--- config.mk ---
export PLATFORM = sky130hd
export DESIGN_NAME = mux_scan_ctrl
export DESIGN_NICKNAME = d
export VERILOG_FILES = /design/src/rtl/mux_scan_ctrl_pkg.sv /design/src/rtl/mux_scan_next_idx.sv /design/src/rtl/mux_scan_ctrl.sv
export SDC_FILE = /design/constraint.sdc
export NUM_CORES = 1
export LEC_CHECK = 0
export ABC_AREA = 0
export CAP_MARGIN = 20
export CORE_MARGIN = 1
export CORE_UTILIZATION = 50
export CTS_BUF_LIST = sky130_fd_sc_hd__clkbuf_16
export CTS_CLUSTER_DIAMETER = 120
export DETAILED_ROUTE_END_ITERATION = 10
export GPL_TIMING_DRIVEN = 0
export PLACE_DENSITY = 0.89
export SYNTH_ARGS = -nofsm -noshare
export SYNTH_HDL_FRONTEND = slang
export SYNTH_SLANG_ARGS = --single-unit
--- constraint.sdc ---
create_clock -name clk -period 2.9 [get_ports clk]
set_input_delay 0.725 -clock clk [delete_from_list [all_inputs] [get_ports clk]]
set_output_delay 0.725 -clock clk [all_outputs]
set_load 0.01 [all_outputs]
--- src/rtl/mux_scan_ctrl_pkg.sv ---
// Shared definitions for the mux scan sequencer: FSM state encodings,
// channel index constants and the channel count.
package mux_scan_ctrl_pkg;

  localparam int NUM_CH = 4;

  // Channel indices as driven onto {sa,sb}
  localparam logic [1:0] CH_A = 2'd0;
  localparam logic [1:0] CH_B = 2'd1;
  localparam logic [1:0] CH_C = 2'd2;
  localparam logic [1:0] CH_D = 2'd3;

  typedef enum logic [1:0] {
    IDLE   = 2'd0,
    SETTLE = 2'd1,
    SAMPLE = 2'd2,
    DONE   = 2'd3
  } scan_state_t;

endpackage

--- src/rtl/mux_scan_next_idx.sv ---
// Combinational priority finder for the scan sequencer. With from_start set
// it returns the lowest set bit of en; otherwise the lowest set bit strictly
// above cur_idx. found is low when no qualifying bit exists.
module mux_scan_next_idx
  import mux_scan_ctrl_pkg::*;
(
  input  logic [NUM_CH-1:0] en,
  input  logic [1:0]        cur_idx,
  input  logic              from_start,
  output logic [1:0]        nxt_idx,
  output logic              found
);

  // Walk from the top down so the lowest qualifying bit is the last written
  always_comb begin
    nxt_idx = CH_A;
    found   = 1'b0;
    for (int i = NUM_CH - 1; i >= 0; i--) begin
      if (en[i] && (from_start || (i > int'(cur_idx)))) begin
        nxt_idx = 2'(i);
        found   = 1'b1;
      end
    end
  end

endmodule

--- src/rtl/mux_scan_ctrl.sv ---
// Scan sequencer sitting in front of a 4:1 select mux. Steps {sa,sb} through
// the enabled channels, holds each select for DWELL cycles, then captures the
// fed-back mux output y_in into samples[idx]. Pulses done at the end of each
// scan and optionally rescans when continuous is high.
//
// Optional build macro MUX_SCAN_CHG_EN adds per-channel change flags (chg)
// and a change interrupt (chg_irq) that pulses together with done.
//
// DWELL must be in 1..15 and fit in CNT_W bits.
module mux_scan_ctrl
  import mux_scan_ctrl_pkg::*;
#(
  parameter int DWELL = 2,
  parameter int CNT_W = 4
) (
  input  logic              clk,
  input  logic              rst,
  input  logic              start,
  input  logic [NUM_CH-1:0] chan_en,
  input  logic              continuous,
  input  logic              y_in,
  output logic              sa,
  output logic              sb,
  output logic [NUM_CH-1:0] samples,
  output logic [NUM_CH-1:0] valid,
  output logic              busy,
`ifdef MUX_SCAN_CHG_EN
  output logic [NUM_CH-1:0] chg,
  output logic              chg_irq,
`endif
  output logic              done
);

  scan_state_t       state_q, state_d;
  logic [1:0]        idx_q, idx_d;
  logic [NUM_CH-1:0] en_q, en_d;
  logic [CNT_W-1:0]  cnt_q, cnt_d;
  logic [NUM_CH-1:0] samples_d;
  logic [NUM_CH-1:0] valid_d;
  logic              busy_d;
  logic              done_d;
`ifdef MUX_SCAN_CHG_EN
  logic [NUM_CH-1:0] chg_d;
  logic              chg_irq_d;
`endif

  // Finder inputs: during SAMPLE look above the current channel in the
  // latched mask; otherwise (scan start/restart) search the live mask.
  logic [NUM_CH-1:0] find_en;
  logic              find_from_start;
  logic [1:0]        find_idx;
  logic              find_found;

  assign find_en         = (state_q == SAMPLE) ? en_q : chan_en;
  assign find_from_start = (state_q != SAMPLE);

  mux_scan_next_idx u_next_idx (
    .en         (find_en),
    .cur_idx    (idx_q),
    .from_start (find_from_start),
    .nxt_idx    (find_idx),
    .found      (find_found)
  );

  // The select register doubles as the channel index
  assign sa = idx_q[1];
  assign sb = idx_q[0];

  // Next-state and next-output logic; every register output is decoded from
  // the next state so the ports stay registered.
  always_comb begin
    state_d   = state_q;
    idx_d     = idx_q;
    en_d      = en_q;
    cnt_d     = cnt_q;
    samples_d = samples;
    valid_d   = valid;
`ifdef MUX_SCAN_CHG_EN
    chg_d     = chg;
`endif
    unique case (state_q)
      IDLE: begin
        // A start with an empty mask is dropped silently
        if (start && (chan_en != '0)) begin
          en_d    = chan_en;
          valid_d = '0;
`ifdef MUX_SCAN_CHG_EN
          chg_d   = '0;
`endif
          idx_d   = find_idx;
          cnt_d   = '0;
          state_d = SETTLE;
        end
      end
      SETTLE: begin
        if (cnt_q == CNT_W'(DWELL - 1)) begin
          state_d = SAMPLE;
        end else begin
          cnt_d = cnt_q + CNT_W'(1);
        end
      end
      SAMPLE: begin
        samples_d[idx_q] = y_in;
        valid_d[idx_q]   = 1'b1;
`ifdef MUX_SCAN_CHG_EN
        chg_d[idx_q]     = (y_in != samples[idx_q]);
`endif
        if (find_found) begin
          idx_d   = find_idx;
          cnt_d   = '0;
          state_d = SETTLE;
        end else begin
          state_d = DONE;
        end
      end
      DONE: begin
        // Back-to-back rescan re-latches the live mask
        if (continuous && (chan_en != '0)) begin
          en_d    = chan_en;
          valid_d = '0;
`ifdef MUX_SCAN_CHG_EN
          chg_d   = '0;
`endif
          idx_d   = find_idx;
          cnt_d   = '0;
          state_d = SETTLE;
        end else begin
          state_d = IDLE;
        end
      end
      default: state_d = IDLE;
    endcase

    busy_d = (state_d == SETTLE) || (state_d == SAMPLE);
    done_d = (state_d == DONE);
`ifdef MUX_SCAN_CHG_EN
    // chg_d already includes the bit written by the final SAMPLE
    chg_irq_d = (state_d == DONE) && (chg_d != '0);
`endif
  end

  // State and output registers; reset aborts any scan without a done pulse
  always_ff @(posedge clk) begin
    if (rst) begin
      state_q <= IDLE;
      idx_q   <= CH_A;
      en_q    <= '0;
      cnt_q   <= '0;
      samples <= '0;
      valid   <= '0;
      busy    <= 1'b0;
      done    <= 1'b0;
`ifdef MUX_SCAN_CHG_EN
      chg     <= '0;
      chg_irq <= 1'b0;
`endif
    end else begin
      state_q <= state_d;
      idx_q   <= idx_d;
      en_q    <= en_d;
      cnt_q   <= cnt_d;
      samples <= samples_d;
      valid   <= valid_d;
      busy    <= busy_d;
      done    <= done_d;
`ifdef MUX_SCAN_CHG_EN
      chg     <= chg_d;
      chg_irq <= chg_irq_d;
`endif
    end
  end

endmodule

# Word-level counts from Yosys, hierarchy flattened
# Index checks and enable logic that the tools add are counted.
[word_totals]
register_bits = 22
in_bits = 9
output_inout_bits = 12
[classes]
n_addsub = 1
magnitude_cmp = 5
n_eq_ne = 12
mux = 30
bitwise = 1
n_reduce_logical = 19
[ops]
columns = ["op", "n"]
rows = [
  ["$mux W4", 7],
  ["$mux W2", 10],
  ["$pmux W4 S4", 1],
  ["$pmux W4 S3", 1],
  ["$ne A2 B2 Y1 const B", 5],
  ["$eq A2 B2 Y1 const B", 4],
  ["$pmux W2 S4", 1],
  ["$pmux W4 S2", 1],
  ["$reduce_and A4 Y1", 2],
  ["$logic_and A1 B1 Y1", 7],
  ["$mux W1", 6],
  ["$pmux W2 S3", 1],
  ["$reduce_and A3 Y1", 2],
  ["$add A4 B1 Y4 const B", 1],
  ["$bwmux W4", 1],
  ["$eq A2 B1 Y1 const B", 2],
  ["$eq A4 B1 Y1 const B", 1],
  ["$gt A2 B2 Y1 const A", 2],
  ["$logic_or A1 B1 Y1", 4],
  ["$or A4 B4 Y4", 1],
  ["$reduce_bool A4 Y1", 1],
  ["$lt A2 B3 Y1 const B", 1],
  ["$reduce_bool A3 Y1", 1],
  ["$demux W1 S2", 1],
  ["4 further kinds", 4],
]

# Longest topological paths before layout
[logic_depth]
word_depth = 11
depth_mapped = 7
depth_no_buf = 7

# Hierarchy
# Synthesis repeated with hierarchy kept, for this count alone.
[hier_totals]
hier_cells = 132
hier_area_um2 = 1084.8
[by_module_without_submodules]
columns = ["mod", "n_inst", "cells_each", "area_per_inst_um2"]
rows = [
  ["mux_scan_ctrl", 1, 116, 991.0],
  ["mux_scan_next_idx", 1, 16, 93.8],
]

# Worst setup path after synthesis
# OpenSTA, ideal clock, no wires.
[synth_path]
path_type = "input port to flip-flop"
startpoint = "in chan_en[3]"
endpoint = "reg busy"
t_arrival_ns = 1.759
setup_slack_ns = 1.012
stages = 6
path_cell_list = "nor4_4 a21o_1 buf_2 nand3_1 ha_1 nor2b_1"
[synth_via]
elab_cells_between_ends = 16
classes_between = "eq/ne: 2; mux: 9; reduce/logical: 5"
[synth_lines]
columns = ["item", "line_no", "source"]
rows = [
  ["from (decl)", "mux_scan_ctrl.sv:19", "input logic [NUM_CH-1:0] chan_en,"],
  ["$reduce_bool A4 Y1 (*)", "mux_scan_ctrl.sv:84, mux_scan_ctrl.sv:118", ""],
  ["$logic_and A1 B1 Y1 (on tied branches)", "mux_scan_ctrl.sv:118, mux_scan_ctrl.sv:84", ""],
  ["$mux W1 / $mux W2 (equally long branches)", "mux_scan_ctrl.sv:118, mux_scan_ctrl.sv:84", ""],
  ["$pmux W2 S4 (*)", "mux_scan_ctrl.sv:81", "unique case (state_q)"],
  ["net state_d[0]", "mux_scan_ctrl.sv:34", "scan_state_t state_q, state_d;"],
  ["$eq A2 B1 Y1 / $eq A2 B2 Y1 (equally long branches)", "mux_scan_ctrl.sv:134", "busy_d = (state_d == SETTLE) || (state_d == SAMPLE);"],
  ["$logic_or A1 B1 Y1 (*)", "mux_scan_ctrl.sv:134", ""],
  ["net busy_d", "mux_scan_ctrl.sv:40", "logic busy_d;"],
  ["to (signal assigned)", "mux_scan_ctrl.sv:164", "busy <= busy_d;"],
  ["to (decl)", "mux_scan_ctrl.sv:26", "output logic busy,"],
]
# Mark *: on every way through the listed nets, which the timed path passes. The rest lies on a longest branch.
# A chain may end at the register's enable or synchronous reset.

# Worst setup path in the final report
# Ends and elaborated chain as after synthesis.

==> out/results.ini <==
[yosys]
syn_inst=115
avgSynthCellArea_sq_um=9.41
yosys.area.top_type_share_pct=38.8
ys_seq_elements=21
synth-async-reset-ratio_pct=0
synth_area_sq_um=1080
synth_ff_type=dfxtp_1
ys_warn_count=0
synth.distinct_cells=40
synth_edf_count=0
yosysTopAreaCell=dfxtp_1
ys_top_cells_by_area=dfxtp_1 39%, mux2i_1 5.5%, nor2_1 4.9%
synthesis.nets=127
ys_seq_area_share_pct=38.8

[routing]
routed_wl_um=2280
first_iter_violations=16
wl_met3_um=103
dr.pass1.iters=4
num_vias=907
detail_route.wl_per_cell_um=13.7
ant_nets=0
routed_via_density=5.46
wl_met1_um=1040
dr.max_layer_used=met4
drcViolationCount=0
wl_met2_um=1100

[finish]
layout_commonest_cell=dfxtp_1
design_area_sq_um=1400
finalCoreUtilization_pct=69.8
area_delta_synth_final_pct=29.0
drive_gt1_share_pct=11.5
nets=152
fillers=152
mostFrequentLayoutCells=21 x dfxtp_1, 20 x clkdlybuf4s50_1, 14 x nor2_1, 8 x nor2b_1, 7 x a21oi_1
diodes=0

[die]
dieWidth_um=48.5
ios=21
initial_utilization_pct=54.1
die_height_um=48.5
dieArea_sq_um=2350
rows=16
core_area_sq_um=2000

[cts]
cts.htree.levels=1
cts_setup_buffers=0
ctsResizeCount=0
clk_latency_ns=0.25
cts_hold_buf=0
cts_made_buffers=3
clkTransAtPathRegs_ns=0.06
clock_sinks=21
cts_tree=yes
clockRootBuffer=clkbuf_16
clockBufferDepth=2

[sta]
hold_viol=0
tns_ns=0
fmax_mhz=433
slew-limit-headroom_pct=69.8
report.final.slew_viol_count=0
min_period_ns=2.31
clock_skew_ns=0.00321
post-route-period-util_pct=79.7
rsz0062_at_grt=false
worstMarginPinSlew_ns=0.453
finalSetupViolCount=0

[critical_path]
worstSetupStartpointType=input port
worstPathMaxFanout=10
endpoint_kind=flop
crit_type=input port to flop
required_ns=3.02
crit_arrival_ns=2.44

[grt]
grt_pass1_vias=894
grt_max_degree=13
antenna_found_initial=0
overflow=0
grt_use_total_pct=22.1
grt_pass1_wl_um=4080

[place]
numPortBuffers=20
gp_congestion=0.822
placed_cell_area_sq_um=1320
hpwl_um=1690

[pwr]
leakage_nw=0.504
pwr_density_cell_nw_per_um2=537
ir_worst_vdd_mv=0.729

[status]
status=finished, final reports clean

[flow_run]
maxCapViolations=0

[min_path]
worstHoldPathType=flop to flop

cells by family after synthesis:
family,count (synthesis),synth area share [%]
buffers and inverters,8,3.35
adder cells (fa/ha/maj),3,3.47
flip-flops,21,38.8
AND/OR/NAND/NOR,47,24.5
multiplexers,7,6.94
AO/OA/AOI/OAI,29,22.9
worst paths after layout:
kind | from | end | slack (ns) | cells past startpoint
min reg2reg | valid[1]$_SDFFE_PP0P_ | valid[1]$_SDFFE_PP0P_ | 0.46 | 1
min | valid[1]$_SDFFE_PP0P_ | valid[1]$_SDFFE_PP0P_ | 0.46 | 1
max | chan_en[3] | busy$_SDFF_PP0_ | 0.59 | 7
max reg2reg | idx_q[1]$_SDFFE_PP0P_ | busy$_SDFF_PP0_ | 1.10 | 5
where the power goes:
group	switching, mW	internal [mW]	leakage (nW)
sequential	0.0162	0.305	0.171
clock	0.104	0.185	0.0409
combinational	0.0711	0.0690	0.292
total	0.191	0.559	0.504
metrics by stage:
stage               hold WS [ns]  setup slack, ns  power [mW]  cells
detailed placement         0.461            0.331       0.465    162
finish                     0.464            0.589       0.750    166
global placement           0.450            0.379       0.460    162
global route               0.495            0.490       0.778    166
floorplan                  0.452             1.01       0.415    115
CTS                        0.469            0.581       0.748    166
registers in the layout (all words and copies together), names as in the netlist:
name and flops:
busy 1, cnt_q 4, done 1, en_q 3, idx_q 2, samples 4, state_q 2, valid 4
synth_stat cells (all sizes together), types with 3 or more instances:
cell,instances
nand3,3
mux2i,6
nand2b,7
buf,3
nor2,15
nor2b,8
inv,3
dfxtp,21
nand2,6
a21oi,8
ha,3
o21a,4
layout make-up:
type	count	area, sq um	share of cell area [%]
buffer	5	25.0	1.79
clock buffer	3	75.1	5.38
clock inverter	1	5.00	0.358
inverter	3	11.3	0.806
multi-input combinational	86	626	44.8
sequential	21	420	30.1
tap	27	33.8	2.42
timing repair buffer	20	200	14.3
worst max-delay path, cell delays in order:
cell and delay, ns:
clkdlybuf4s50_1 0.49, nor4_4 0.36, a21o_1 0.12, buf_2 0.22, nand3_1 0.12, ha_1 0.28
nor2b_1 0.12
metal layers:
layer  up-vias  global-route usage (%)
li1        455                       -
met1       424                    27.9
met2        24                    37.6
met3         4                    5.35
met4         0                    5.88
met5         -                       0
(Power assumes the default switching activity.)
